$ cat src/rtl/lfsr_match_ctrl.sv
// Sequencer for an external trigger LFSR: seeds it, steps it until the state matches a
// programmed pattern or a step budget is exhausted, then reports hit and step count.
module lfsr_match_ctrl #(
    parameter int unsigned WIDTH = 20,
    parameter int unsigned CNT_W = 24
) (
    input  logic             clk,
    input  logic             rst,
    input  logic             start,
    input  logic             abort,
    input  logic [WIDTH-1:0] seed,
    input  logic [WIDTH-1:0] pattern,
    input  logic [CNT_W-1:0] max_steps,
    input  logic [WIDTH-1:0] lfsr_q,
    output logic             lfsr_load,
    output logic [WIDTH-1:0] lfsr_seed_o,
    output logic             lfsr_en,
    output logic             busy,
    output logic             done,
    output logic             hit,
    output logic [CNT_W-1:0] steps
);

    typedef enum logic [1:0] {
        StIdle,
        StLoad,
        StRun,
        StDone
    } state_e;

    state_e           state_q, state_d;
    logic [WIDTH-1:0] seed_q, seed_d;
    logic [WIDTH-1:0] pattern_q, pattern_d;
    logic [CNT_W-1:0] max_q, max_d;
    logic [CNT_W-1:0] cnt_q, cnt_d;
    logic             hit_q, hit_d;
    logic [CNT_W-1:0] steps_q, steps_d;
    logic             match;
    logic             budget_out;

    localparam logic [WIDTH-1:0] SeedOne = {{(WIDTH-1){1'b0}}, 1'b1};
    localparam logic [CNT_W-1:0] CntOne  = {{(CNT_W-1){1'b0}}, 1'b1};

    assign match      = (lfsr_q == pattern_q);
    assign budget_out = (cnt_q == max_q);

    always_comb begin
        state_d   = state_q;
        seed_d    = seed_q;
        pattern_d = pattern_q;
        max_d     = max_q;
        cnt_d     = cnt_q;
        hit_d     = hit_q;
        steps_d   = steps_q;
        lfsr_load = 1'b0;
        lfsr_en   = 1'b0;

        unique case (state_q)
            StIdle: begin
                if (start) begin
                    // An all-zero seed would lock the LFSR up.
                    seed_d    = (seed == '0) ? SeedOne : seed;
                    pattern_d = pattern;
                    max_d     = max_steps;
                    cnt_d     = '0;
                    hit_d     = 1'b0;
                    steps_d   = '0;
                    state_d   = StLoad;
                end
            end
            StLoad: begin
                lfsr_load = 1'b1;
                state_d   = abort ? StDone : StRun;
            end
            StRun: begin
                lfsr_en = !match && !budget_out && !abort;
                if (lfsr_en) begin
                    cnt_d = cnt_q + CntOne;
                end
                if (match) begin
                    hit_d   = 1'b1;
                    state_d = StDone;
                end else if (abort || budget_out) begin
                    hit_d   = 1'b0;
                    state_d = StDone;
                end
            end
            StDone: begin
                steps_d = cnt_q;
                state_d = StIdle;
            end
            default: state_d = StIdle;
        endcase
    end

    always_ff @(posedge clk) begin
        if (rst) begin
            state_q   <= StIdle;
            seed_q    <= '0;
            pattern_q <= '0;
            max_q     <= '0;
            cnt_q     <= '0;
            hit_q     <= 1'b0;
            steps_q   <= '0;
        end else begin
            state_q   <= state_d;
            seed_q    <= seed_d;
            pattern_q <= pattern_d;
            max_q     <= max_d;
            cnt_q     <= cnt_d;
            hit_q     <= hit_d;
            steps_q   <= steps_d;
        end
    end

    assign lfsr_seed_o = seed_q;
    assign busy        = (state_q != StIdle);
    assign done        = (state_q == StDone);
    assign hit         = hit_q;
    assign steps       = steps_q;

endmodule
$ cat config.mk
export PLATFORM = sky130hd
export DESIGN_NAME = lfsr_match_ctrl
export DESIGN_NICKNAME = d
export VERILOG_FILES = /design/src/rtl/lfsr_match_ctrl.sv
export SDC_FILE = /design/constraint.sdc
export NUM_CORES = 1
export LEC_CHECK = 0
export CAP_MARGIN = 5
export CORE_MARGIN = 3
export CORE_UTILIZATION = 37
export CTS_BUF_LIST = sky130_fd_sc_hd__clkbuf_8
export CTS_CLUSTER_DIAMETER = 150
export CTS_CLUSTER_SIZE = 25
export DETAILED_ROUTE_END_ITERATION = 8
export MAX_ROUTING_LAYER = met4
export PLACE_DENSITY = 0.65
export SYNTH_ARGS = -nofsm -noshare
export SYNTH_HDL_FRONTEND = slang
export SYNTH_SLANG_ARGS = --single-unit
$ cat constraint.sdc
create_clock -name clk -period 2 [get_ports clk]
set_input_delay 0.4 -clock clk [delete_from_list [all_inputs] [get_ports clk]]
set_output_delay 0.4 -clock clk [all_outputs]
set_load 0.005 [all_outputs]
==> parameters.txt, run 1 <==
Parameter                              Value

Synthesis
  Post-synthesis adder-cell area fraction    1.45%
  Simple-gate share of the synthesized area    23.3%
  Avg Inst Size Synth    8.23 sq um
  Mux contribution to synthesized area    0.970%
  Compound-gate portion of the synthesized area    17.7%
  Fraction of synthesis flops using an asynchronous set or reset pin    0%
  Portion of the post-synthesis area used by sequential elements    44.6%
  Synth unique cells    47
  Combinational family with the most area after synthesis    simple AND/OR/NAND/NOR gates
  Post-synth design cell area    0.00516 sq mm
  Area share of xor/xnor cells in the synthesized design    7.47%
  Gate Count Post-Synth    627
  Syn Nets    721
  Number of synthesized register bits    115
  Number of synthesized flops with an enable pin    0
  Total number of yosys warnings    0
  Prevailing post-synth register cell    dfxtp_1

Setup path
  Type of destination of the critical path    flop
  Kind of launch point of the worst setup path    flop
  Number of buffer and inverter stages on the critical path    5
  Worst Setup SP    cnt_q[0]
  Slowest CP cell    dfxtp_4
  Worst endpoint data arrival time    2.62 ns
  Reg2reg start    cnt_q[0]
  Classification of the worst setup path    flop to flop
  Peak fanout along the critical path    3
  Kind of cell adding the most delay to the critical path    simple AND/OR/NAND/NOR gates
  Most used cell along the critical path    buf_4
  Cells along the critical path    buf_4 > buf_6 > ha_4 > nand3_4 > or2_4 > nor3_4 > buf_4 > nand4_1 > buf_4 > buf_4 > o31ai_4 > a21oi_2
  Critical Path Max Stage Delay    0.37 ns
  Required @ worst endpoint    2.33 ns

GRT
  Wire length of the first global-routing pass    25.8 mm
  Met1 track utilization from global routing    29.5%
  Global-route met2 utilization    34.9%
  Initial antenna violation count    0
  Final global-route overflow total    0
  Global-route track usage on met3    5.31%
  Global-route layer with the greatest usage    met2
  Via count of the first global-routing pass    5028
  GRT Total Usage    22.6%
  Maximum number of pins on one net before global-route repair    49

Cells and area
  Fraction of final layout cells sized beyond drive strength 1    27.3%
  Area of all placed cells without fillers    0.00844 sq mm
  Final-stage net count    937
  N_diodes    0
  Area overhead of the layout relative to synthesis    63.7%

Timing
  Final setup violation count    25
  Final worst clock skew    0.00975 ns
  Final critical delay including setup and external delays    2.29 ns
  Least-Margin Pin Slew    0.954 ns
  Unrepaired setup endpoints after global routing    true
  Setup TNS    -3.93 ns
  Remaining max-slew budget at the tightest pin    36.3%
  Peak clock frequency supported by timing    0.437 GHz
  Number of hold violations in the final report    0
  Post-route setup slack    -0.290 ns
  Final Max Tran Viols    0
  Final worst-path cycle share    115%

Route
  Routed via count    5423
  Wire per inst    17.4 um
  Count of unresolved DRC violations after routing    0
  Post-DRT Antenna Nets    0
  Number of iterations in the first detailed-routing pass    6
  Initial detailed-routing violation count    388
  Ratio of routed vias to standard cells    5.25
  Detailed-route wire length    18.0 mm

Clocking
  CTS sink cnt    115
  Htree depth    4
  Clock tree from TritonCTS    yes
  Max Buffers Root-to-Sink    2
  Clock Root Buffer    clkbuf_8
  Clk slew on worst S/H paths    0.07 ns
  Cts bufs inserted    17
  Hold buffer count at CTS    0
  Source-to-sink clock delay at the later pin of the worst-skew pair    0.43 ns

Hold path
  Startpoint of the lowest-slack hold path    rst
  Worst hold path type    input pin to flop

Die
  Die H    124 um
  Die Area    0.0154 sq mm
  Area of the core region    0.0135 sq mm
  Die X    124 um
  Count of boundary I/O pins    137
  Initial Utilization    38.4%
  Std cell rows    42

Place
  Port bufs    136
  Area after DPL    0.00717 sq mm
  Gp weighted congestion    0.932
  DPL Wire Length    12.1 mm

Pwr
  Worst vdd ir    0.000628 V
  PwrDens    966 mW/mm^2
  Static leakage power    3.14 nW

Flow run
  Number of violations of the max-capacitance limit    0

Outcome
  Violated checks    negative setup slack
  Run status    complete, but fails checks
[metrics by stage]
stage / worst slack (ns) / power [mW] / std cells / util, % / hold WS, ns
after CTS: -0.335 / 7.64 / 1009 / 57.5 / 0.406
after global placement: -0.728 / 5.27 / 972 / 53.3 / 0.443
after global routing: -0.376 / 8.57 / 1032 / 62.8 / 0.438
after detailed placement: -0.758 / 5.34 / 972 / 53.3 / 0.446
after floorplan: 0.0697 / 4.11 / 627 / - / 0.448
final: -0.290 / 8.16 / 1032 / 62.8 / 0.454
[cells in the mapped netlist (all sizes together) (10+ instances only)]
| cell | count | area, sq um |
|---|---|---|
| a21oi | 74 | 370 |
| a22oi | 25 | 188 |
| buf | 15 | 88.8 |
| clkbuf | 30 | 113 |
| dfxtp | 115 | 2300 |
| nand2 | 150 | 563 |
| nand3 | 10 | 50.1 |
| nand4 | 18 | 113 |
| nor2 | 35 | 148 |
| nor4 | 10 | 62.6 |
| o31ai | 16 | 120 |
| or4 | 10 | 75.1 |
| xnor2 | 36 | 315 |
[flip-flops by register name, summed over array words and instances, names as in the netlist]
name	cells
cnt_q	24
max_q	24
steps	24
lfsr_seed_o	20
pattern_q	20
state_q	2
hit	1
[report_power, final]
| group | switching [mW] | total (mW) | leakage (nW) | internal (mW) |
|---|---|---|---|---|
| Combinational | 1.67 | 3.18 | 1.97 | 1.51 |
| Sequential | 0.181 | 2.74 | 0.946 | 2.56 |
| Clock | 0.938 | 2.24 | 0.223 | 1.30 |
[cells in the final DEF (no fill, tap or decap), types with 4 or more instances in the layout]
master             n
or4_4              6
mux2i_1            5
or2_2              4
o31ai_1            6
buf_6             12
dlymetal6s2s_1     4
xor2_1             7
dfxtp_2           17
clkdlybuf4s50_1  127
a22oi_1           25
o31ai_2            5
clkbuf_16          5
and4_1             4
nand4_1           18
a21oi_1           68
or4_1              4
clkinv_2           4
xnor2_1           33
nand2_1          144
nor2_1            30
inv_1              6
o31ai_4            5
buf_4             81
buf_12             5
a21oi_2            5
nor4_1             9
clkbuf_8          23
dfxtp_1           95
nand3_1            4
nand2_2            5
[worst reg2reg max path: cells and delay by family (launching register included)]
family	cells	cell delay, ns
flops	1	0.37
simple gates	4	0.72
fa+ha+maj	1	0.15
buf+inv	5	0.67
compound gates	2	0.27
[final timing paths]
path | to | slack, ns | cells after the start
worst max-delay path | cnt_q[20] | -0.29 | 12
worst min-delay path | state_q[0] | 0.45 | 3
worst max register to register | cnt_q[20] | -0.29 | 12
worst min register to register | lfsr_seed_o[8] | 0.46 | 2
[kinds of logic (layout without fill, tap and decap cells)]
| kind of cell | after synthesis | in the layout |
|---|---|---|
| mux | 5 | 5 |
| simple gates | 260 | 260 |
| fa+ha+maj | 6 | 6 |
| xor+xnor | 44 | 44 |
| compound gates | 144 | 144 |
| buf+inv | 53 | 282 |
| flops | 115 | 115 |
[final cells by class]
cell class                 instances  area (sq um)
fill                            1133          5010
sequential                       115          2330
inverter                           8          30.0
clock buffer                      23           317
clock inverter                     9           101
tap                              176           220
multi-input combinational        459          3070
timing repair buffer             242          2370
[repair_timing]
item,CTS,global route
gates cloned,0,6
pin swaps,14,46
setup endpoints to repair,31,28
resized for setup,42,103
buffers inserted,7,20
[layer usage]
metal	routed length [um]	up-vias	part of all wire (%)
met2	8760	170	49
met5	0	-	0
met1	7870	2603	44
met4	272	0	1.5
met3	1070	21	6.0
li1	-	2629	-
Power figures use the tool's default switching activity.
==> run 2, diff against run 1 <==
--- a/config.mk
+++ b/config.mk
@@ -5,7 +5,6 @@
 export SDC_FILE = /design/constraint.sdc
 export NUM_CORES = 1
 export LEC_CHECK = 0
-export CAP_MARGIN = 5
 export CORE_MARGIN = 3
 export CORE_UTILIZATION = 37
 export CTS_BUF_LIST = sky130_fd_sc_hd__clkbuf_8
==> results of run 2 <==
Final layout, timing and power as in run 1 (identical DEF).
==> run 3, diff against run 2 <==
--- a/config.mk
+++ b/config.mk
@@ -5,14 +5,14 @@
 export SDC_FILE = /design/constraint.sdc
 export NUM_CORES = 1
 export LEC_CHECK = 0
-export CORE_MARGIN = 3
+export CORE_MARGIN = 2
 export CORE_UTILIZATION = 37
 export CTS_BUF_LIST = sky130_fd_sc_hd__clkbuf_8
 export CTS_CLUSTER_DIAMETER = 150
 export CTS_CLUSTER_SIZE = 25
 export DETAILED_ROUTE_END_ITERATION = 8
 export MAX_ROUTING_LAYER = met4
-export PLACE_DENSITY = 0.65
+export PLACE_DENSITY = 0.73
 export SYNTH_ARGS = -nofsm -noshare
 export SYNTH_HDL_FRONTEND = slang
 export SYNTH_SLANG_ARGS = --single-unit
==> run 3 against run 2 <==
Compared with the run above: the run still ends with negative setup slack left; critical endpoint is now lfsr_en; register-to-register slack improved by 0.15 ns; combinational power decreased by 12%; highest routed layer unchanged; die area decreased by 3.2%; non-clock buffer count decreased by 12; flip-flop and latch count unchanged; critical path depth decreased by 5; sequential power about the same; power decreased by 1.0%; worst hold slack got worse by 0.12 ns.
==> parameters.txt, run 3 (synthesis results as in run 1) <==
Parameter                              Value

Timing
  Post-route setup slack    -0.214 ns
  Remaining max-slew budget at the tightest pin    67.0%
  Final setup violation count    17
  Final worst clock skew    0.0106 ns
  Final worst-path cycle share    111%
  Setup TNS    -1.26 ns
  Unrepaired setup endpoints after global routing    true
  Number of hold violations in the final report    0
  Least-Margin Pin Slew    0.487 ns
  Final critical delay including setup and external delays    2.21 ns
  Peak clock frequency supported by timing    0.452 GHz
  Final Max Tran Viols    0

Die
  Die Area    0.0149 sq mm
  Initial Utilization    37.5%
  Die H    122 um
  Std cell rows    43
  Count of boundary I/O pins    137
  Area of the core region    0.0138 sq mm
  Die X    122 um

Place
  Gp weighted congestion    0.904
  DPL Wire Length    11.0 mm
  Area after DPL    0.00720 sq mm
  Placed cell count    977
  Port bufs    136

GRT
  Initial antenna violation count    0
  Global-route layer with the greatest usage    met2
  Met1 track utilization from global routing    28.3%
  Maximum number of pins on one net before global-route repair    81
  Via count of the first global-routing pass    4748
  Wire length of the first global-routing pass    24.4 mm
  Global-route track usage on met3    5.20%
  Global-route met2 utilization    33.3%
  GRT Total Usage    21.8%
  Final global-route overflow total    0

Route
  Ratio of routed vias to standard cells    5.18
  Wire per inst    15.7 um
  Post-DRT Antenna Nets    0
  Routed via count    5302
  Detailed-route wire length    16.1 mm
  Number of iterations in the first detailed-routing pass    5
  Initial detailed-routing violation count    422
  Count of unresolved DRC violations after routing    0

Setup path
  Setup slack of the worst register-to-register path    -0.14 ns
  Kind of launch point of the worst setup path    input pin
  Worst reg-to-reg path cell count    9
  Required @ worst endpoint    1.60 ns
  Peak fanout along the critical path    2
  Type of destination of the critical path    primary output
  Worst endpoint data arrival time    1.81 ns
  Classification of the worst setup path    input pin to primary output

Clocking
  Cts bufs inserted    17
  Source-to-sink clock delay at the later pin of the worst-skew pair    0.44 ns
  Hold buffer count at CTS    0
  CTS sink cnt    115
  Clock Root Buffer    clkbuf_8
  Clk slew on worst S/H paths    0.07 ns
  Htree depth    4
  Max Buffers Root-to-Sink    2
  Clock tree from TritonCTS    yes

Flow run
  Number of violations of the max-capacitance limit    0

Cells and area
  Area of all placed cells without fillers    0.00819 sq mm
  Final-stage net count    925
  Non-filler cells in the finished layout    1024
  Most common library cell in the layout ignoring fill and taps    nand2_1
  Highest-count cells in the layout ignoring fill and taps    nand2_1, clkdlybuf4s50_1, dfxtp_1
  Fraction of final layout cells sized beyond drive strength 1    25.1%
  Area overhead of the layout relative to synthesis    58.8%
  N_diodes    0

Hold path
  Number of stages on the worst hold path    2
  Worst hold path type    input pin to flop

Pwr
  PwrDens    985 mW/mm^2
  Worst vdd ir    0.000540 V
  Static leakage power    3.02 nW
  Post-layout power    8.07 mW

Outcome
  Run status    complete, but fails checks
  Violated checks    negative setup slack
## run 3: cell count changes in the layout (fill, tap and decap cells not counted), moves of 4 or more
cell             before  now
buf_4                81   76
clkbuf_8             23   19
nand2_1             144  149
nand2_2               5    1
clkdlybuf4s50_1     127  131
## run 3: layout make-up
| cell class | count | area, sq um |
|---|---|---|
| inverter | 8 | 30.0 |
| multi-input combinational | 459 | 2930 |
| timing repair buffer | 230 | 2210 |
| fill | 1230 | 5580 |
| tap | 180 | 225 |
| clock inverter | 13 | 205 |
| sequential | 115 | 2330 |
| clock buffer | 19 | 262 |
## run 3: where the power goes
part           leakage [nW]  switching, mW  internal, mW  total [mW]
Clock                 0.228          0.981          1.55        2.53
Sequential            0.946          0.177          2.56        2.73
Combinational          1.85           1.49          1.32        2.81
## run 3: critical path, stage by stage
cell,delay [ns]
clkdlybuf4s50_1,0.50
xnor2_2,0.14
nand4_1,0.15
nor3_2,0.25
and2_1,0.20
nor3_2,0.06
buf_2,0.13
## run 3: timing repair
| action | 4_1_cts | 5_1_grt |
|---|---|---|
| setup buffers | 7 | 8 |
| endpoints found under the setup margin | 25 | 31 |
| gates resized for setup | 38 | 69 |
| pin swaps | 18 | 24 |
| cloned | 0 | 2 |
## run 3: worst paths after layout
path | to | from
setup reg to reg | cnt_q[3] | cnt_q[22]
hold reg to reg | lfsr_seed_o[19] | lfsr_seed_o[19]
hold / removal | steps[22] | rst
setup / recovery | lfsr_en | lfsr_q[19]
## run 3: through the flow
step | utilization, % | setup WS (ns) | hold slack [ns]
3_5_place_dp | 52.3 | -0.708 | 0.446
5_1_grt | 59.5 | -0.350 | 0.316
3_3_place_gp | 52.3 | -0.662 | 0.442
6_report | 59.5 | -0.214 | 0.331
2_1_floorplan | - | 0.0697 | 0.448
4_1_cts | 56.8 | -0.260 | 0.301
## run 3: metal layers
| metal | share of wire (%) | vias to the layer above |
|---|---|---|
| met3 | 6.1 | 31 |
| li1 | - | 2600 |
| met1 | 45 | 2496 |
| met4 | 2.4 | 0 |
| met2 | 47 | 175 |
| met5 | 0 | - |
